<file path="src/rtl/zdelay_ctrl.sv">
// Sequencer for a RAM-backed programmable delay line z^-D over one circular buffer.
// One sample per strobe: RD -> WAIT -> WR, out_valid 3 cycles after accept; strobes while busy are dropped and flag overrun.
module zdelay_ctrl #(
  parameter int BITWIDTH = 32,
  parameter int ADDR_W   = 10
) (
  input  logic                clk,
  input  logic                rst,
  input  logic                sample_valid,
  input  logic [BITWIDTH-1:0] sample_in,
  input  logic [ADDR_W-1:0]   delay_len,
  input  logic                delay_load,
  output logic                mem_re,
  output logic [ADDR_W-1:0]   mem_raddr,
  input  logic [BITWIDTH-1:0] mem_rdata,
  output logic                mem_we,
  output logic [ADDR_W-1:0]   mem_waddr,
  output logic [BITWIDTH-1:0] mem_wdata,
  output logic [BITWIDTH-1:0] sample_out,
  output logic                out_valid,
  output logic                busy,
  output logic                overrun,
  output logic [ADDR_W-1:0]   delay_active
);

  typedef enum logic [1:0] {IDLE, RD, WAIT, WR} state_t;

  localparam logic [ADDR_W-1:0] FILL_MAX = '1;

  state_t              state;
  logic [ADDR_W-1:0]   wptr;
  logic [ADDR_W-1:0]   fill;
  logic [ADDR_W-1:0]   pend_len;
  logic                pend_flag;
  logic [BITWIDTH-1:0] samp_q;
  logic [ADDR_W-1:0]   d_next;

  // A load coincident with the accepting strobe takes priority over an older pending one.
  always_comb begin
    d_next = delay_active;
    if (delay_load)
      d_next = delay_len;
    else if (pend_flag)
      d_next = pend_len;
  end

  always_ff @(posedge clk) begin
    if (rst) begin
      state        <= IDLE;
      wptr         <= '0;
      fill         <= '0;
      pend_len     <= '0;
      pend_flag    <= 1'b0;
      samp_q       <= '0;
      mem_re       <= 1'b0;
      mem_raddr    <= '0;
      mem_we       <= 1'b0;
      mem_waddr    <= '0;
      mem_wdata    <= '0;
      sample_out   <= '0;
      out_valid    <= 1'b0;
      busy         <= 1'b0;
      overrun      <= 1'b0;
      delay_active <= '0;
    end else begin
      mem_re    <= 1'b0;
      mem_raddr <= '0;
      mem_we    <= 1'b0;
      mem_waddr <= '0;
      mem_wdata <= '0;
      out_valid <= 1'b0;

      if (delay_load) begin
        pend_len  <= delay_len;
        pend_flag <= 1'b1;
      end

      if (state != IDLE && sample_valid)
        overrun <= 1'b1;

      case (state)
        IDLE: begin
          if (sample_valid) begin
            samp_q       <= sample_in;
            delay_active <= d_next;
            pend_flag    <= 1'b0;
            mem_re       <= 1'b1;
            mem_raddr    <= wptr - d_next;
            busy         <= 1'b1;
            state        <= RD;
          end
        end
        RD: state <= WAIT;
        WAIT: begin
          // Read data from RD is on mem_rdata now; read-before-write makes D=1 the previous sample.
          if (delay_active == '0)
            sample_out <= samp_q;
          else if (fill < delay_active)
            sample_out <= '0;
          else
            sample_out <= mem_rdata;
          out_valid <= 1'b1;
          mem_we    <= 1'b1;
          mem_waddr <= wptr;
          mem_wdata <= samp_q;
          wptr      <= wptr + 1'b1;
          if (fill != FILL_MAX)
            fill <= fill + 1'b1;
          state <= WR;
        end
        WR: begin
          busy  <= 1'b0;
          state <= IDLE;
        end
        default: state <= IDLE;
      endcase
    end
  end

endmodule
</file>
<file path="config.mk">
export PLATFORM = sky130hd
export DESIGN_NAME = zdelay_ctrl
export DESIGN_NICKNAME = d
export VERILOG_FILES = /design/src/rtl/zdelay_ctrl.sv
export SDC_FILE = /design/constraint.sdc
export NUM_CORES = 1
export LEC_CHECK = 0
export BUFFER_PORTS_ARGS = -buffer_cell sky130_fd_sc_hd__buf_2
export CELL_PAD_IN_SITES_DETAIL_PLACEMENT = 1
export CELL_PAD_IN_SITES_GLOBAL_PLACEMENT = 2
export CORE_UTILIZATION = 33
export DETAILED_ROUTE_END_ITERATION = 10
export HOLD_SLACK_MARGIN = 0.06
export PLACE_DENSITY_LB_ADDON = 0.3
export REMOVE_ABC_BUFFERS = 1
export SLEW_MARGIN = 40
export SYNTH_ARGS = -nofsm -noshare
export SYNTH_HDL_FRONTEND = slang
export SYNTH_SLANG_ARGS = --single-unit
</file>
<file path="constraint.sdc">
create_clock -name clk -period 5.7 [get_ports clk]
set_input_delay 1.14 -clock clk [delete_from_list [all_inputs] [get_ports clk]]
set_output_delay 1.14 -clock clk [all_outputs]
set_load 0.01 [all_outputs]
</file>
==> results.txt <==
The kind of cell adding the most delay to the critical path is compound AO/OA/AOI/OAI gates. The library cell used as clock root buffer is clkbuf_16. The synthesized area divided by synthesized cell count came out at 8.854 um^2.

Data on the critical path is required at its endpoint by 5.99 ns. The headroom to the max-slew limit is 0.5293. The setup fix buffers added after clock tree synthesis is 0.

dfxtp_1 takes more of the synthesized area than any other cell. The initial antenna violation count is 0. Traced cell by cell, the critical path runs through buf_2, nand2_1, o21ai_0, ha_1, inv_1, fa_1, a211oi_1, o21ai_0, a21oi_1, xor2_1, nor2_1. The smallest clock period supported by the final layout is computed as 3.347 ns. TritonCTS created 17 clock buffers. The number of buffer and inverter instances along the worst setup path came out at 2. The worst min-delay path category is flip-flop to flip-flop.

The area of the placeable core came out at 19,780 um^2. By instance count, the cell type seen most on the critical path is o21ai_0. The synthesized design contains 163 register bits. TritonCTS built the clock tree. The clock net sink count came out at 163. The share of total power dissipated in sequential elements is 0.379. For this run, the leading register cell type out of synthesis is dfxtp_1.

The overall die height is 145.0 um. The post-route core utilization came out at 0.4211. The critical-path cell with the highest stage delay is buf_2.

The HPWL after detailed placement is 12,790 um. Yosys attributes the largest share of cell area to dfxtp_1, nor2_1, nand2_1. The iteration count of the initial detailed-routing pass is 4. The final number of hold-violating endpoints is 0. The number of failing setup endpoints in the final timing report is 0. The share of total power in combinational logic is 0.328.

The maximum fanout along the worst path is 31. After clock tree synthesis, the repair step resized 0 gates. The fraction of registers with async set or reset after synthesis is 0.

The mapped cell area is 6746 um^2. The global placer's final weighted congestion came out at 0.7625. The horizontal die dimension came out at 145.0 um.

The slew at the pin closest to its max-slew limit came out at 0.7061 ns. The total vias in the final route came out at 5,809. The switching portion of total power came out at 0.3744. The proportion of layout cells with a drive suffix above 1 came out at 0.2470. The critical path arrival came out at 3.64 ns. Dividing the detail-routed wire length by the instance count gives 16.17 um. The worst-case IR drop observed on VDD is 0.2133 mV. The flow ran to the end, and the final reports show no timing, DRC or antenna violations. The clock-pin slew of the registers on the worst-case setup and hold paths came out at 0.07 ns. The cts-stage hold buffer count is 0. The setup skew after layout came out at 0.01439 ns.

In this run the core area contains 51 standard-cell rows. STA classifies the critical path startpoint as an input port. Dividing total power by cell area gives a power density of 475.7 nW/um^2. The first global-routing pass estimated 31,480 um of wire. Setup repair after global routing left no endpoint under its margin. 0 antenna diodes ended up in the layout. The analysis attributes to net switching a power of 0.001483 W.

The number of nets at the end of the flow is 1,021. Compared with the post-synthesis result, the final layout area differs by 23.46%. The ratio of routed vias to standard cells is 4.857. The violation count after the first detailed-routing iteration is 251. The most common cell after layout, fill and taps aside is buf_2.

In this run the static leakage power is 3.584 nW. The highest attainable clock frequency came out at 298.8 MHz. Leaving out fill and tap cells, the most frequent cells in the layout are buf_2, dfxtp_1, nor2_1. The count of input and output buffers came out at 176. Across the run, the number of max-cap violations was 0.

In the finished design, the share of the clock period the worst path needs comes to 0.5871. The cell count after synthesis came out at 762. The residual antenna-violating net count after detailed routing came out at 0. The worst setup path is of the input port to flip-flop kind. For this configuration, the core starts out at a cell density of 0.3410. The area fraction of the dominant cell type after synthesis is 0.4837. The number of top-level design ports is 177. The worst setup path is captured at a flip-flop. The number of different library cells used by synthesis comes to 51.

The final-report max-slew violation count was 0. The count of flip-flops with a built-in enable after synthesis is 0. The overall power is 0.003962 W. The portion of total power attributed to the clock network is 0.293.

The clock latency of the later-clocked register in the worst-skew pair is 0.43 ns. The total overflow reported by the global router is 0. The internal power of the cells totals 0.002479 W.

The maximum level of the CTS H-tree is 4. The via count of the first global-routing pass is 5,883. The number of design rule violations left after detail routing came out at 0. The number of synthesis warnings is 0. For this block, the routed nets add up to 19,340 um of wire. The sequential fraction of the synthesis area came out at 0.4837. The deepest clock path buffer count came out at 2. The total routing resource utilization after global routing came out at 0.1896.

The number of filler instances in the final layout came out at 2,402. Entering global routing, the biggest net connects 57 pins. The floorplan die area is 21,020 um^2. The delay of the slowest cell on the worst path is 0.47 ns. The aggregate negative setup slack is 0 ns.
## power by group through the flow
| stage | combinational (W) | sequential (W) | clock, W |
|---|---|---|---|
| 6_report | 0.00130 | 0.00150 | 0.00116 |
| 5_1_grt | 0.00148 | 0.00153 | 0.00124 |
| 4_1_cts | 0.00133 | 0.00150 | 0.00119 |
| 3_5_place_dp | 0.00132 | 0.00153 | 0 |
| 3_3_place_gp | 0.00131 | 0.00152 | 0 |
| 2_1_floorplan | 0.000723 | 0.00158 | 0 |
## logic make-up (layout without fill, tap and decap cells)
kind of cell / after synthesis / in the layout / synth area share
flip-flops: 163 / 163 / 0.4837
multiplexers: 21 / 21 / 0.03116
XOR/XNOR: 19 / 19 / 0.02467
buffers and inverters: 99 / 268 / 0.07400
AND/OR/NAND/NOR: 271 / 271 / 0.1762
adder cells (fa/ha/maj): 24 / 24 / 0.04562
AO/OA/AOI/OAI: 165 / 165 / 0.1647
## worst register-to-register path, delay by kind of cell, from the launching register on
| family | cells | cell delay [ns] |
|---|---|---|
| XOR/XNOR | 1 | 0.16 |
| multiplexers | 1 | 0.15 |
| buffers and inverters | 1 | 0.06 |
| AND/OR/NAND/NOR | 1 | 0.05 |
| adder cells (fa/ha/maj) | 2 | 0.65 |
| AO/OA/AOI/OAI | 4 | 1.03 |
| flip-flops | 1 | 0.75 |
## area by class of cell
class | count | area (um^2) | area share
Timing Repair Buffer | 183 | 935.9 | 0.1124
Multi-Input combinational cell | 500 | 3004 | 0.3607
Clock buffer | 18 | 439.2 | 0.05273
Sequential cell | 163 | 3263 | 0.3918
Clock inverter | 13 | 151.4 | 0.01818
Tap cell | 265 | 331.6 | 0.03981
Inverter | 54 | 203.9 | 0.02449
## path summary, 6_finish.rpt
path	cells after the start	slack [ns]	end	startpoint
setup / recovery	11	2.35	mem_raddr[8]	delay_load
hold / removal	2	0.46	mem_wdata[24]	samp_q[24]
setup reg to reg	10	2.71	mem_raddr[8]	pend_flag
hold reg to reg	2	0.46	mem_wdata[24]	samp_q[24]
## sequential cells by signal, summed over array words and instances (netlist names), 2 cells and up
name	count
mem_wdata	32
samp_q	32
sample_out	32
delay_active	10
fill	10
mem_raddr	10
mem_waddr	10
pend_len	10
wptr	10
state	2
## cell usage after synthesis, types with 21 or more instances
cell,n
dfxtp_1,163
nor2_1,112
nand2_1,85
inv_1,52
nor3_1,34
a22o_1,33
o31ai_1,32
o21ai_1,29
o21ai_0,25
a21oi_1,24
ha_1,23
mux2i_1,21
## routing by layer
| layer | up-vias | part of all wire | global-route usage |
|---|---|---|---|
| met4 | 0 | 0.0092 | 0.05213 |
| met1 | 2778 | 0.51 | 0.2542 |
| li1 | 2890 | - | - |
| met2 | 126 | 0.45 | 0.3050 |
| met5 | - | 0 | 0 |
| met3 | 15 | 0.036 | 0.04119 |
## per-stage QoR
step / hold slack, ns / setup WS, ns / instance area (um^2) / std cells
2_1_floorplan: 0.4275 / 1.987 / 6451 / 717
3_3_place_gp: 0.4489 / 2.057 / 7739 / 1165
3_5_place_dp: 0.4523 / 1.951 / 7739 / 1165
4_1_cts: 0.4629 / 2.399 / 8329 / 1196
5_1_grt: 0.4773 / 2.113 / 8329 / 1196
6_report: 0.4583 / 2.353 / 8329 / 1196
(Power assumes the default switching activity.)
